[src/rtl/eqcmp_seq_ctrl.sv]
// eqcmp: single-chunk equality comparator, purely combinational.
// Latency: 0 cycles (result valid in the same cycle as the inputs).
// Backpressure: none; it evaluates whatever is on its inputs every cycle.
module eqcmp #(
    parameter int WIDTH = 8
) (
    input  logic [WIDTH-1:0] i_a,
    input  logic [WIDTH-1:0] i_b,
    output logic             o_eq
);

    assign o_eq = (i_a == i_b);

endmodule

// eqcmp_seq_ctrl: wide equality check, one WIDTH-bit chunk per cycle, early exit on first mismatch.
// Latency: done at k+2 cycles after the start edge for a mismatch at chunk k, CHUNKS+1 for a full match.
// Backpressure: start is ignored (not queued) while busy; abort cancels a RUN without a done pulse.
module eqcmp_seq_ctrl #(
    parameter int WIDTH  = 8,
    parameter int CHUNKS = 4
) (
    input  logic                          clk,
    input  logic                          reset,
    input  logic                          start,
    input  logic                          abort,
    input  logic [WIDTH*CHUNKS-1:0]       op_a,
    input  logic [WIDTH*CHUNKS-1:0]       op_b,
    output logic                          busy,
    output logic                          done,
    output logic                          equal,
    output logic [$clog2(CHUNKS)-1:0]     mismatch_idx
);

    localparam int IDX_W = $clog2(CHUNKS);

    localparam logic [1:0] S_IDLE = 2'd0;
    localparam logic [1:0] S_RUN  = 2'd1;
    localparam logic [1:0] S_DONE = 2'd2;

    logic [1:0]                   r_state;
    logic [CHUNKS-1:0][WIDTH-1:0] r_op_a;
    logic [CHUNKS-1:0][WIDTH-1:0] r_op_b;
    logic [IDX_W-1:0]             r_idx;
    logic                         r_equal;
    logic [IDX_W-1:0]             r_mismatch_idx;

    logic [WIDTH-1:0]             w_chunk_a;
    logic [WIDTH-1:0]             w_chunk_b;
    logic                         w_chunk_eq;
    logic                         w_last;

    // The comparator only ever sees the latched copies, so live operand changes are invisible.
    assign w_chunk_a = r_op_a[r_idx];
    assign w_chunk_b = r_op_b[r_idx];
    assign w_last    = (r_idx == IDX_W'(CHUNKS - 1));

    eqcmp #(
        .WIDTH (WIDTH)
    ) u_eqcmp (
        .i_a  (w_chunk_a),
        .i_b  (w_chunk_b),
        .o_eq (w_chunk_eq)
    );

    always_ff @(posedge clk) begin
        if (reset) begin
            r_state        <= S_IDLE;
            r_op_a         <= '0;
            r_op_b         <= '0;
            r_idx          <= '0;
            r_equal        <= 1'b0;
            r_mismatch_idx <= '0;
        end else begin
            case (r_state)
                S_IDLE: begin
                    if (start) begin
                        r_op_a  <= op_a;
                        r_op_b  <= op_b;
                        r_idx   <= '0;
                        r_state <= S_RUN;
                    end
                end
                S_RUN: begin
                    // Abort outranks the compare result and leaves the previous result untouched.
                    if (abort) begin
                        r_state <= S_IDLE;
                    end else if (!w_chunk_eq) begin
                        r_equal        <= 1'b0;
                        r_mismatch_idx <= r_idx;
                        r_state        <= S_DONE;
                    end else if (w_last) begin
                        r_equal        <= 1'b1;
                        r_mismatch_idx <= '0;
                        r_state        <= S_DONE;
                    end else begin
                        r_idx <= r_idx + 1'b1;
                    end
                end
                S_DONE: begin
                    r_state <= S_IDLE;
                end
                default: begin
                    r_state <= S_IDLE;
                end
            endcase
        end
    end

    assign busy         = (r_state != S_IDLE);
    assign done         = (r_state == S_DONE);
    assign equal        = r_equal;
    assign mismatch_idx = r_mismatch_idx;

endmodule

[config.mk]
export PLATFORM = sky130hd
export DESIGN_NAME = eqcmp_seq_ctrl
export DESIGN_NICKNAME = d
export VERILOG_FILES = /design/src/rtl/eqcmp_seq_ctrl.sv
export SDC_FILE = /design/constraint.sdc
export NUM_CORES = 1
export LEC_CHECK = 0
export BUFFER_PORTS_ARGS = -buffer_cell sky130_fd_sc_hd__buf_2
export CAP_MARGIN = 40
export CORE_AREA = 2 2 92 77
export CTS_CLUSTER_SIZE = 14
export DETAILED_ROUTE_END_ITERATION = 10
export DIE_AREA = 0 0 94 79
export GPL_TIMING_DRIVEN = 0
export PLACE_DENSITY_LB_ADDON = 0.25
export SYNTH_ARGS = -nofsm -noshare
export SYNTH_HDL_FRONTEND = slang
export SYNTH_SLANG_ARGS = --single-unit
[constraint.sdc]
create_clock -name clk -period 2 [get_ports clk]
set_clock_uncertainty 0.1 [all_clocks]
set_input_delay 0.2 -clock clk [delete_from_list [all_inputs] [get_ports clk]]
set_output_delay 0.2 -clock clk [all_outputs]
set_load 0.01 [all_outputs]
## Word level (Yosys, flattened, before mapping)

Index checks and enable logic that the tools add are counted.

- Reductions and logical operators: 7
- Order comparisons: 1
- Add/sub/neg operators: 1
- Bitwise logic cells: 1
- Equal/unequal tests: 10
- Muxes and demuxes: 18

Operators with widths:

| kind | count |
|---|---|
| $bmux W8 S2 | 2 |
| $mux W2 | 10 |
| $mux W8 | 2 |
| $eq A8 B8 Y1 | 1 |
| $ne A2 B2 Y1 const B | 4 |
| $pmux W2 S2 | 2 |
| $reduce_and A5 Y1 | 1 |
| $eq A2 B2 Y1 const B | 2 |
| $ne A4 B4 Y1 const B | 1 |
| $reduce_and A2 Y1 | 2 |
| $reduce_bool A2 Y1 | 2 |
| $lt A2 B3 Y1 const B | 1 |
| $reduce_and A3 Y1 | 1 |
| $add A2 B1 Y2 const B | 1 |
| $eq A2 B1 Y1 const B | 1 |
| $logic_not A2 Y1 | 1 |
| $mux W1 | 2 |
| $ne A2 B1 Y1 const B | 1 |
| $not A1 Y1 | 1 |

- Bits in registers: 71
- Logic and storage cells: 50
- Output and inout bits: 5
- Input bits: 68

## Longest topological paths before layout

- Depth after elaboration: 6
- Depth in mapped cells: 6

## Cells and area by module

A second synthesis with hierarchy kept.

- Cell total of the unflattened synthesis: 346
- Area total of the unflattened synthesis: 3154.3 µm²

Modules (own cells, without submodules):

| module | area each (µm²) | instances | cells each |
|---|---|---|---|
| eqcmp_seq_ctrl | 3067.9 | 1 | 335 |
| eqcmp | 86.3 | 1 | 11 |

## Worst setup path before layout

Ideal clock, no wire load.

- Path kind: flip-flop to flip-flop
- Start point: register r_op_a[18] (netlist name)
- End point: register r_mismatch_idx[0] (netlist: mismatch_idx[0])
- Cell stages (with the launch flop): 7
- Setup slack: 0.311 ns
- Path buffers: 0
- Clock period less this slack: 1.689 ns
- Arrival: 1.468 ns
- Cells stage by stage: dfxtp_1 -> xor2_1 -> or3_1 -> a22oi_2 -> and2b_4 -> nor3_4 -> mux2_4

- Longest elaborated chain between the ends: 5

Ends and longest elaborated chain:

| element | line | text |
|---|---|---|
| from (decl) | 42 | `logic [CHUNKS-1:0][WIDTH-1:0] r_op_a;` |
| from (signal assigned) | 78 | `r_op_a <= op_a;` |
| $bmux W8 S2 * | 54 | `assign w_chunk_a = r_op_a[r_idx];` |
| $mux W8 (not written as such) * | 54 |  |
| $eq A8 B8 Y1 * | 12 | `assign o_eq = (i_a == i_b);` |
| $ne A2 B1 Y1 (no line) | - |  |
| $reduce_and A3 Y1 (no line) | - |  |
| to (signal assigned) | 90 | `r_mismatch_idx <= r_idx;` |
| to (decl) | 46 | `logic [IDX_W-1:0] r_mismatch_idx;` |

Every way passes the cells marked *; elsewhere a longest branch is shown, timed or not. The select of a mux whose other input is x is not followed.
A chain may end at the register's enable or synchronous reset.

## Worst setup path after layout

- Start point: register r_op_a[21] (netlist name)
- End point: register r_mismatch_idx[0] (netlist: mismatch_idx[0])

Same word-level chain as after synthesis.

==> results_tabular.tex <==
\begin{tabular}{lr}
\hline
Metric & Value \\
\hline
\multicolumn{2}{l}{\textbf{Status}} \\
Result of the run & completed \\
\multicolumn{2}{l}{\textbf{Setup path}} \\
Buffer and inverter count on the worst path & 0 \\
Crit Path Max Fanout & 4 \\
CP peak stage delay & approximately 0.40 ns \\
Path type of the worst setup path & reg2reg \\
Worst-path cell with the longest stage delay & nor4\_1 \\
Critical Path Source Type & flop \\
Cell chain of the critical path & xor2\_1, nor4\_1, mux2i\_1, and2b\_4, nor3\_4, mux2\_4 \\
Kind of cell adding the most delay to the critical path & simple AND/OR/NAND/NOR gates \\
Crit. End Element & flop \\
Arr. time, crit path & around 2.0 ns \\
Required time of the critical path & approximately 2.1 ns \\
\multicolumn{2}{l}{\textbf{GRT}} \\
Initial antenna violation count & 0 \\
Via count of the first global-routing pass & approximately 2.8k \\
Wire length of the first global-routing pass & approximately 12 mm \\
Overflow left after global routing & 0 \\
GR Util All Layers & 0.217 \\
Maximum number of pins on one net before global-route repair & 13 \\
\multicolumn{2}{l}{\textbf{Route}} \\
Antenna-violating nets left & 0 \\
Detailed-route via count & 2794 \\
Overall routed net length & roughly 7.6 mm \\
WL/cell & $\sim$13 um \\
DRC violation count after routing & 0 \\
First-pass iteration count of the detailed router & 4 \\
Vias per cell & around 4.7 \\
Initial detailed-routing violation count & 115 \\
\multicolumn{2}{l}{\textbf{Timing}} \\
Final setup slack of the worst path & between 0.1 and 0.15 ns \\
Headroom to the max-slew limit & 0.647 \\
RSZ-0062 raised after global routing & no \\
Final worst hold slack & 0.00116 ns \\
Final hold viol count & 0 \\
Timing-limited maximum frequency & $\sim$0.53 GHz \\
Setup Total Neg Slack & 0 ns \\
Transition time at the pin with the least slew margin & between 0.5 and 0.6 ns \\
Part of the cycle the worst path needs & 0.950 \\
\# setup viols final & 0 \\
Clock period minus worst slack & $\sim$1.9 ns \\
Final Max Slew Viols & 0 \\
\multicolumn{2}{l}{\textbf{Die}} \\
I/O Pins & 73 \\
Die Span X & 94 um \\
Overall die height & around 80 um \\
Die outline area & 7430 um\^{}2 \\
Standard-cell rows & 27 \\
Core area & between 6000 and 7000 um\^{}2 \\
Starting utilization of the core area & 0.450 \\
\multicolumn{2}{l}{\textbf{Job}} \\
Max\_cap viols & 0 \\
\multicolumn{2}{l}{\textbf{Final layout}} \\
Final core utilization & 0.633 \\
Area growth from synthesis to layout & 40.6\% \\
\# diodes & 0 \\
Number of cells in the finished layout apart from fillers & 593 \\
Post-route design area & between 4000 and 5000 um\^{}2 \\
Filler Cells Inserted & slightly above 600 \\
Share of post-route cells with drive strength above 1 & 0.208 \\
Post-layout nets & 570 \\
Area taken by multi-input logic gates & 1450 um\^{}2 \\
FF/Latch Area & roughly 1400 um\^{}2 \\
\multicolumn{2}{l}{\textbf{Power and ir drop}} \\
Total power & roughly 3.2 mW \\
Cell Pwr Density & just under 800 nW/um\^{}2 \\
Leak & about 1.8 nW \\
Worst vdd ir & 0.000400 V \\
\multicolumn{2}{l}{\textbf{Synthesis}} \\
Primary flip-flop cell chosen by synthesis mapping & dfxtp\_1 \\
Cell type with the highest aggregate area in the netlist & dfxtp\_1 \\
Number of register bits inferred by synthesis & approximately 70 \\
Total standard cell area after synthesis & roughly 3000 um\^{}2 \\
Synthesized netlist net count & 434 \\
Synthesized netlist cell count & around 370 \\
Mean instance size in the synthesized netlist & about 8.1 um\^{}2 \\
Fraction of post-synthesis cell area in the top cell type by area & 0.479 \\
Proportion of register bits with asynchronous set or reset after synthesis & 0 \\
Top post-synthesis cells by count & nand2\_1, dfxtp\_1, a21oi\_1 \\
Number of flops mapped to enable cells by yosys & 0 \\
Share of the yosys chip area belonging to registers & 0.479 \\
Post-synthesis cell type count & 39 \\
Leading cell types by total area after synthesis & dfxtp\_1, nand2\_1, a21oi\_1, xor2\_1, xnor2\_1 \\
Synth warn & 0 \\
Dominant cell by count in the synthesized netlist & nand2\_1 \\
\multicolumn{2}{l}{\textbf{Placement}} \\
IO Port Bufs & 72 \\
Placed cell area & $\sim$3400 um\^{}2 \\
Setup slack at placement & between 0.1 and 0.15 ns \\
Last weighted congestion value of the routability-driven placer & roughly 0.79 \\
Placed wire-length estimate after detailed placement & $\sim$5.1 mm \\
Total instance count after detailed placement & around 520 \\
\multicolumn{2}{l}{\textbf{Clock network}} \\
CTS Buffer Depth & 2 \\
H-Tree Depth & 3 \\
TritonCTS clock tree & yes \\
Clock edge transition at the registers on the reported setup and hold paths & around 0.07 ns \\
TritonCTS Buffers & 9 \\
Worst skew pair latency & 0.35 ns \\
Root Buffer & clkbuf\_8 \\
Sinks on Clock Net & between 70 and 80 \\
\multicolumn{2}{l}{\textbf{Min path}} \\
Class of the tightest hold or removal check & in2reg \\
\hline
\end{tabular}
==> cell usage in the layout (no fill, tap or decap), types with 3 or more instances in the layout <==
cell type / count
a21oi_1: 64
buf_2: 74
clkbuf_1: 17
clkbuf_8: 10
clkinv_2: 3
dfxtp_1: 71
dlygate4sd3_1: 54
inv_1: 3
mux2i_1: 3
nand2_1: 133
nor2_1: 5
xnor2_1: 14
xor2_1: 18
==> power by group <==
part	leakage, nW	switching, mW	internal, mW	total [mW]
clock	0.0981	0.541	0.603	1.14
sequential	0.583	0.0567	1.50	1.55
combinational	1.10	0.258	0.256	0.513
total	1.78	0.855	2.36	3.21
==> tightest hold or removal path, stage by stage <==
cell     delay [ns]
buf_2          0.09
nand2_1        0.05
a21oi_1        0.05
==> timing repair <==
action,CTS,global route
buffers inserted,0,0
resized for setup,0,2
setup endpoints to repair,0,22
hold buffers,54,0
hold endpoints to repair,54,0
==> cell families after synthesis <==
group / after synthesis / synth area share
AND/OR/NAND/NOR: 157 / 0.229
adder cells (fa/ha/maj): 1 / 0.00422
buffers and inverters: 25 / 0.0325
XOR/XNOR: 32 / 0.0945
AO/OA/AOI/OAI: 75 / 0.146
multiplexers: 4 / 0.0152
flip-flops: 71 / 0.479
==> worst paths after layout <==
| path | depth (start not counted) | startpoint | endpoint | slack, ns |
|---|---|---|---|---|
| worst min register to register | 2 | r_op_a[0]$_SDFFE_PP0P_ | r_op_a[0]$_SDFFE_PP0P_ | 0.37 |
| worst max register to register | 6 | r_op_a[21]$_SDFFE_PP0P_ | mismatch_idx[0]$_SDFFE_PP0P_ | 0.10 |
| worst max-delay path | 6 | r_op_a[21]$_SDFFE_PP0P_ | mismatch_idx[0]$_SDFFE_PP0P_ | 0.10 |
| worst min-delay path | 3 | op_b[16] | r_op_b[16]$_SDFFE_PP0P_ | 0.001 |
==> state kept, by name (all words and copies together), names as in the netlist <==
signal,flops
r_op_b,32
r_state,2
r_idx,2
mismatch_idx,2
equal,1
r_op_a,32
==> metal layers <==
metal  track usage  share of wire  vias up  routed length [um]
li1              -              -     1465                   -
met1         0.272           0.47     1252                3570
met2         0.366           0.48       65                3640
met3        0.0455          0.038       12                 289
met4        0.0841          0.018        0                 137
met5             0              0        -                   0
==> final cells by class <==
cell class,instances,share of cell area
plain buffers,21,0.0198
clock buffers,10,0.0330
clock inverters,6,0.0144
inverters,3,0.00270
multi-input cells,269,0.347
flip-flops and latches,71,0.341
well taps,87,0.0261
repair buffers,126,0.216
(Power assumes the default switching activity.)
